### src/rtl/count_game_if.sv
`default_nettype none
// ---------------------------------------------------------------------------
// count_game_if : control/status link between count_game_ctrl and the counter
// Rev 1.0
// ---------------------------------------------------------------------------
interface count_game_if;
  logic       clear;
  logic       init;
  logic [3:0] initial_value;
  logic [1:0] control;
  logic       gameover;
  logic [1:0] who;

  modport master (output clear, init, initial_value, control, input gameover, who);
  modport slave  (input clear, init, initial_value, control, output gameover, who);
endinterface
`default_nettype wire

### src/rtl/count_game_ctrl.sv
`default_nettype none
// ---------------------------------------------------------------------------
// count_game_ctrl : drives the up/down counting game over N rounds and tallies
//                   winner/loser/timeout results. Option: COUNT_GAME_LFSR_INIT_EN
// Rev 1.0
// ---------------------------------------------------------------------------
module count_game_ctrl #(
  parameter int STEP_CYCLES = 4,
  parameter int TIMEOUT     = 1023,
  parameter int RND_W       = 4
) (
  input  wire logic             clk,
  input  wire logic             rst,
  input  wire logic             start,
  input  wire logic             abort,
  input  wire logic [RND_W-1:0] cfg_rounds,
  input  wire logic [3:0]       cfg_init,
  input  wire logic [7:0]       cfg_prog,
  count_game_if.master          ctr,
  output logic                  busy,
  output logic                  done,
  output logic [RND_W-1:0]      wins,
  output logic [RND_W-1:0]      losses,
  output logic [RND_W-1:0]      timeouts,
  output logic [1:0]            last_who
);
  localparam int HOLD_W = (STEP_CYCLES > 1) ? $clog2(STEP_CYCLES) : 1;
  localparam int WD_W   = $clog2(TIMEOUT + 1);
  localparam logic [HOLD_W-1:0] c_HOLD_MAX  = HOLD_W'(STEP_CYCLES - 1);
  localparam logic [WD_W-1:0]   c_WD_MAX    = WD_W'(TIMEOUT);
  localparam logic [RND_W-1:0]  c_TALLY_MAX = '1;

  typedef enum logic [2:0] {
    S_IDLE   = 3'd0,
    S_CLR    = 3'd1,
    S_LOAD   = 3'd2,
    S_RUN    = 3'd3,
    S_RECORD = 3'd4,
    S_FIN    = 3'd5
  } state_t;

  state_t            r_state, w_next;
  logic [RND_W-1:0]  r_rounds, r_round, r_wins, r_losses, r_touts;
  logic [7:0]        r_prog;
  logic [1:0]        r_step, w_step_nxt, r_cap, r_control, r_last;
  logic [HOLD_W-1:0] r_hold, w_hold_nxt;
  logic [WD_W-1:0]   r_wdog, w_wdog_nxt;
  logic [3:0]        r_iv, w_load_val;
  logic              r_clear, r_initl, r_busy, r_done;
  logic              w_accept, w_last_round;

  assign w_accept     = (r_state == S_IDLE) && start;
  assign w_last_round = ((r_round + 1'b1) == r_rounds);

  always_ff @(posedge clk or posedge rst) begin
    if (rst) r_state <= S_IDLE;
    else     r_state <= w_next;
  end

  always_comb begin
    w_next     = r_state;
    w_step_nxt = r_step;
    w_hold_nxt = r_hold;
    w_wdog_nxt = r_wdog;
    case (r_state)
      S_IDLE:   if (start) w_next = S_CLR;
      S_CLR:    w_next = S_LOAD;
      S_LOAD: begin
        w_step_nxt = 2'd0;
        w_hold_nxt = '0;
        w_wdog_nxt = '0;
        w_next     = S_RUN;
      end
      S_RUN: begin
        w_wdog_nxt = r_wdog + 1'b1;
        if (r_hold == c_HOLD_MAX) begin
          w_step_nxt = r_step + 2'd1;
          w_hold_nxt = '0;
        end else begin
          w_hold_nxt = r_hold + 1'b1;
        end
        // RUN lasts at most TIMEOUT cycles: exit on the cycle the count reaches it
        if (ctr.gameover || abort || (w_wdog_nxt == c_WD_MAX)) w_next = S_RECORD;
      end
      S_RECORD: w_next = (abort || w_last_round) ? S_FIN : S_CLR;
      S_FIN:    w_next = S_IDLE;
      default:  w_next = S_IDLE;
    endcase
  end

`ifdef COUNT_GAME_LFSR_INIT_EN
  logic [3:0] r_lfsr;
  always_ff @(posedge clk or posedge rst) begin
    if (rst)                    r_lfsr <= 4'h1;
    else if (w_accept)          r_lfsr <= (cfg_init == 4'h0) ? 4'h1 : cfg_init;
    else if (w_next == S_LOAD)  r_lfsr <= {r_lfsr[2:0], r_lfsr[3] ^ r_lfsr[2]};
  end
  assign w_load_val = r_lfsr;
`else
  logic [3:0] r_init;
  always_ff @(posedge clk or posedge rst) begin
    if (rst)           r_init <= 4'h0;
    else if (w_accept) r_init <= cfg_init;
  end
  assign w_load_val = r_init;
`endif

  always_ff @(posedge clk or posedge rst) begin
    if (rst) begin
      r_clear <= 1'b0;  r_initl <= 1'b0;  r_iv <= 4'h0;  r_control <= 2'b00;
      r_busy  <= 1'b0;  r_done  <= 1'b0;
      r_wins  <= '0;    r_losses <= '0;   r_touts <= '0; r_last <= 2'b00;
      r_rounds <= '0;   r_round <= '0;    r_prog <= 8'h00; r_cap <= 2'b00;
      r_step  <= 2'd0;  r_hold <= '0;     r_wdog <= '0;
    end else begin
      // outputs are registered from the next state so they line up with it
      r_clear   <= (w_next == S_CLR);
      r_initl   <= (w_next == S_LOAD);
      r_iv      <= (w_next == S_LOAD) ? w_load_val : 4'h0;
      r_control <= (w_next == S_RUN) ? r_prog[{w_step_nxt, 1'b0} +: 2] : 2'b00;
      r_busy    <= (w_next != S_IDLE);
      r_done    <= (w_next == S_FIN);
      r_step    <= w_step_nxt;
      r_hold    <= w_hold_nxt;
      r_wdog    <= w_wdog_nxt;
      if (w_accept) begin
        r_rounds <= (cfg_rounds == '0) ? RND_W'(1) : cfg_rounds;
        r_prog   <= cfg_prog;
        r_round  <= '0;
        r_wins   <= '0;
        r_losses <= '0;
        r_touts  <= '0;
        r_last   <= 2'b00;
      end
      if (r_state == S_RUN) r_cap <= ctr.gameover ? ctr.who : 2'b11;
      if (r_state == S_RECORD) begin
        case (r_cap)
          2'b10:   if (r_wins   != c_TALLY_MAX) r_wins   <= r_wins   + 1'b1;
          2'b01:   if (r_losses != c_TALLY_MAX) r_losses <= r_losses + 1'b1;
          default: if (r_touts  != c_TALLY_MAX) r_touts  <= r_touts  + 1'b1;
        endcase
        r_last  <= r_cap;
        r_round <= r_round + 1'b1;
      end
    end
  end

  assign ctr.clear         = r_clear;
  assign ctr.init          = r_initl;
  assign ctr.initial_value = r_iv;
  assign ctr.control       = r_control;
  assign busy              = r_busy;
  assign done              = r_done;
  assign wins              = r_wins;
  assign losses            = r_losses;
  assign timeouts          = r_touts;
  assign last_who          = r_last;
endmodule
`default_nettype wire
### src/flat_wrapper.sv
// flat-port wrapper written by rule: the top's interface ports become plain ports
module count_game_ctrl_flat 
#(
  parameter int STEP_CYCLES = 4,
  parameter int TIMEOUT     = 1023,
  parameter int RND_W       = 4
)
  (clk, rst, start, abort, cfg_rounds, cfg_init, cfg_prog, busy, done, wins, losses, timeouts, last_who, ctr_clear, ctr_init, ctr_initial_value, ctr_control, ctr_gameover, ctr_who);
  count_game_if ctr_i ();
  input  wire logic clk;
  input  wire logic rst;
  input  wire logic start;
  input  wire logic abort;
  input  wire logic [RND_W-1:0] cfg_rounds;
  input  wire logic [3:0] cfg_init;
  input  wire logic [7:0] cfg_prog;
  output logic busy;
  output logic done;
  output logic [RND_W-1:0] wins;
  output logic [RND_W-1:0] losses;
  output logic [RND_W-1:0] timeouts;
  output logic [1:0] last_who;
  output wire logic [$bits(ctr_i.clear)-1:0] ctr_clear;
  output wire logic [$bits(ctr_i.init)-1:0] ctr_init;
  output wire logic [$bits(ctr_i.initial_value)-1:0] ctr_initial_value;
  output wire logic [$bits(ctr_i.control)-1:0] ctr_control;
  input wire logic [$bits(ctr_i.gameover)-1:0] ctr_gameover;
  input wire logic [$bits(ctr_i.who)-1:0] ctr_who;
  assign ctr_clear = ctr_i.clear;
  assign ctr_init = ctr_i.init;
  assign ctr_initial_value = ctr_i.initial_value;
  assign ctr_control = ctr_i.control;
  assign ctr_i.gameover = ctr_gameover;
  assign ctr_i.who = ctr_who;
  count_game_ctrl #(.STEP_CYCLES(STEP_CYCLES), .TIMEOUT(TIMEOUT), .RND_W(RND_W)) u_core (.clk(clk), .rst(rst), .start(start), .abort(abort), .cfg_rounds(cfg_rounds), .cfg_init(cfg_init), .cfg_prog(cfg_prog), .ctr(ctr_i), .busy(busy), .done(done), .wins(wins), .losses(losses), .timeouts(timeouts), .last_who(last_who));
endmodule
### config.mk
export PLATFORM = sky130hd
export DESIGN_NAME = count_game_ctrl_flat
export DESIGN_NICKNAME = d
export VERILOG_FILES = /design/src/rtl/count_game_if.sv /design/src/rtl/count_game_ctrl.sv /design/src/flat_wrapper.sv
export SDC_FILE = /design/constraint.sdc
export NUM_CORES = 1
export LEC_CHECK = 0
export BUFFER_PORTS_ARGS = -buffer_cell sky130_fd_sc_hd__buf_2
export CORE_MARGIN = 8
export CORE_UTILIZATION = 56
export CTS_BUF_LIST = sky130_fd_sc_hd__clkbuf_4 sky130_fd_sc_hd__clkbuf_8 sky130_fd_sc_hd__clkbuf_16
export CTS_CLUSTER_DIAMETER = 100
export CTS_CLUSTER_SIZE = 25
export DETAILED_ROUTE_END_ITERATION = 10
export GPL_TIMING_DRIVEN = 0
export PLACE_DENSITY = 0.76
export SLEW_MARGIN = 5
export SYNTH_ARGS = -nofsm -noshare
export SYNTH_HDL_FRONTEND = slang
export SYNTH_SLANG_ARGS = --single-unit
### constraint.sdc
create_clock -name clk -period 2.4 [get_ports clk]
set_clock_uncertainty 0.15 [all_clocks]
set_input_delay 0.12 -clock clk [delete_from_list [all_inputs] [get_ports clk]]
set_output_delay 0.12 -clock clk [all_outputs]
set_load 0.01 [all_outputs]
==> flow_metrics.tcl <==
set metrics [dict create \
    layout_commonest_cell "nand2_1" \
    final-hold-violation-count 0 \
    yosysWarnings 0 \
    root_buffer "clkbuf_8" \
    path_clk_slew_ns 0.07 \
    async_flop_share_pct 100.0 \
    chipHeight_um 89.79 \
    setup_viol 0 \
    maxSlewHeadroom_pct 42.97 \
    avgViaCountPerCell 5.566 \
    initialDrtViolationCount 156 \
    detail-route-antenna-nets 0 \
    synth_cell_types 49 \
    synth_edf_count 0 \
    die_area_um2 8062 \
    core_region_area_um2 5371 \
    wl_per_cell_um 15.17 \
    cts_sinks 63 \
    ys_seq_area_share_pct 51.70 \
    slowest_stage "or4_4" \
    status "completed" \
    cts_max_level 3 \
    grt_pass1_wl_um 12210 \
    cts_tree "yes" \
    crit_type "flip-flop to flip-flop" \
    startpoint_type "flip-flop" \
    finalWirelength_um 7205 \
    grt_max_degree 35 \
    synth_area_um2 3049 \
    ys_seq_elements 63 \
    fmax_mhz 439.7 \
    synth_ff_type "dfrtp_1" \
    cp-end-kind "flip-flop" \
    drive_gt1_share_pct 17.62 \
    place_congestion 0.8421 \
    maxSlewViolCount 0 \
    period_needed_ns 2.274 \
    avgSynthCellArea_um2 9.559 \
    postLayoutCellArea_um2 3777 \
    cts_made_buffers 9 \
    firstDrtPassIters 4 \
    pin_count 47 \
    start_util_pct 56.77 \
    layout_common_cells "nand2_1 (75), dfrtp_1 (62), buf_2 (47)" \
    rows 27 \
    hpwl_um 4919 \
    die_w_um 89.79 \
    syn-num-nets 351 \
    placed_area_um2 3390 \
    p_per_area_nw_per_um2 1017 \
    synth_cells 319 \
    drv_cap 0 \
    grt_usage_pct 18.48 \
    overflow 0 \
    rsz0062_at_grt "no" \
    syn_to_final_growth_pct 23.88 \
    required_ns 2.48 \
    path_max_fanout 10 \
    io_buffers 46 \
    arrival_ns 2.35 \
    max_stage_delay_ns 0.56 \
    antenna_found_initial 0 \
    crit_chain "ha_1, buf_6, nand4b_1, o22ai_1, a21oi_1, or4_4, o21a_1" \
    grt_pass1_vias 2698 \
    fin_nets 430 \
    period_share_pct 94.77 \
    finalPower_mw 3.840 \
    clk_latency_ns 0.34 \
    drc 0 \
    vias 2644 \
    ctsLongestPathBuffers 2 \
    p_leak_nw 1.808 \
    hold_path_class "input pin to flip-flop" \
    ir_drop_mv 0.7386 \
    n_antenna_cell 0 \
    fillCellCount 397 \
    max_slew.worst_pin.slew_ns 0.8435 \
]
-- flip-flops by register name (all words and copies together) (netlist names), 3 cells and up --
name,cells
u_core.ctr.initial_value,4
u_core.losses,4
u_core.r_init,4
u_core.r_prog,8
u_core.r_round,4
u_core.r_rounds,4
u_core.r_state,3
u_core.r_wdog,10
u_core.timeouts,4
u_core.wins,4
-- area by class of cell --
| type | count | area (um^2) | share of cell area [%] |
|---|---|---|---|
| timing repair buffer | 68 | 460.4 | 12.19 |
| sequential | 63 | 1578 | 41.77 |
| buffer | 12 | 53.80 | 1.424 |
| multi-input combinational | 233 | 1380 | 36.54 |
| inverter | 11 | 41.29 | 1.093 |
| tap | 72 | 90.09 | 2.385 |
| clock buffer | 11 | 138.9 | 3.677 |
| clock inverter | 5 | 35.03 | 0.9275 |
-- cell families after synthesis --
logic type / share of synthesized area, %
adder cells (fa/ha/maj): 3.693
AO/OA/AOI/OAI: 15.76
buffers and inverters: 3.119
AND/OR/NAND/NOR: 20.72
flip-flops: 51.70
XOR/XNOR: 3.365
multiplexers: 1.641
-- per-layer routing --
metal  vias up  global-route usage [%]  part of all wire (%)
li1       1283                       -                     -
met1      1274                   21.21                    44
met2        74                   31.66                    49
met3        13                   4.406                   4.6
met4         0                   8.745                   2.1
met5         -                       0                     0
-- cell usage after synthesis (2+ instances only) --
cell | number | area (um^2)
o21ai_1 | 2 | 10.01
o211ai_1 | 3 | 22.52
a21oi_1 | 9 | 45.04
nor4_1 | 2 | 12.51
o31ai_1 | 2 | 15.01
nand3b_1 | 2 | 15.01
o21ai_0 | 24 | 120.1
a211oi_1 | 6 | 45.04
xnor2_1 | 4 | 35.03
nand3_1 | 7 | 35.03
nand2_1 | 75 | 281.5
a31oi_1 | 7 | 43.79
and3_1 | 4 | 25.02
clkbuf_1 | 10 | 37.54
mux2i_1 | 5 | 50.05
nor3_1 | 4 | 20.02
inv_1 | 11 | 41.29
o21bai_1 | 2 | 15.01
o311a_1 | 2 | 20.02
nor2b_1 | 2 | 12.51
dfrtp_1 | 63 | 1577
nor2_1 | 13 | 48.80
nand4_1 | 4 | 25.02
xor2_1 | 5 | 43.79
ha_1 | 9 | 112.6
nor3b_1 | 7 | 52.55
o21a_1 | 2 | 15.01
a22o_1 | 4 | 35.03
o22ai_1 | 4 | 25.02
and2_1 | 6 | 37.54
-- through the flow --
stage	hold slack, ns	utilization [%]	TNS (ns)	cells	worst slack, ns
after floorplan	0.07544	-	0	319	0.2629
after global placement	0.1628	62.73	-11.23	437	-0.1820
after detailed placement	0.1325	63.10	0	438	0.1306
after CTS	0.01442	70.25	0	475	0.1139
after global routing	0.05705	70.32	0	475	0.009869
final	0.02102	70.32	0	475	0.1255
-- power breakdown --
group	internal [mW]	switching [mW]
Sequential	1.39	0.251
Combinational	0.560	0.831
Clock	0.397	0.414
Total	2.34	1.50
-- critical path, delay by kind of cell, from the launching register on --
kind	cells	cell delay, ns
and+or+nand+nor	2	0.72
DFF	1	0.46
AOI/OAI and AO/OA	3	0.45
buffers and inverters	1	0.14
adders and majority gates	1	0.23
-- final timing paths --
| path | cells after the start | slack (ns) | endpoint | from |
|---|---|---|---|---|
| setup / recovery | 7 | 0.13 | u_core.r_state[1]$_DFF_PP0_ | u_core.r_wdog[0]$_DFFE_PP0N_ |
| hold / removal | 3 | 0.02 | u_core.r_cap[0]$_DFFE_PP0N_ | ctr_gameover |
| setup reg to reg | 7 | 0.13 | u_core.r_state[1]$_DFF_PP0_ | u_core.r_wdog[0]$_DFFE_PP0N_ |
| hold reg to reg | 2 | 0.32 | u_core.r_init[1]$_DFFE_PP0P_ | u_core.r_init[1]$_DFFE_PP0P_ |
| max in group asynchronous | 4 | 1.20 | u_core.r_wdog[9]$_DFFE_PP0N_ | rst |
| min in group asynchronous | 3 | 0.29 | u_core.timeouts[0]$_DFF_PP0_ | rst |
-- repair_timing --
| action | CTS | global route |
|---|---|---|
| gates resized for setup | 0 | 2 |
| buffers inserted | 0 | 0 |
| hold buffers | 21 | 0 |
| setup endpoints to repair | 0 | 2 |
| hold endpoints to repair | 55 | 0 |
No activity file was read; power rests on OpenSTA's default activity.
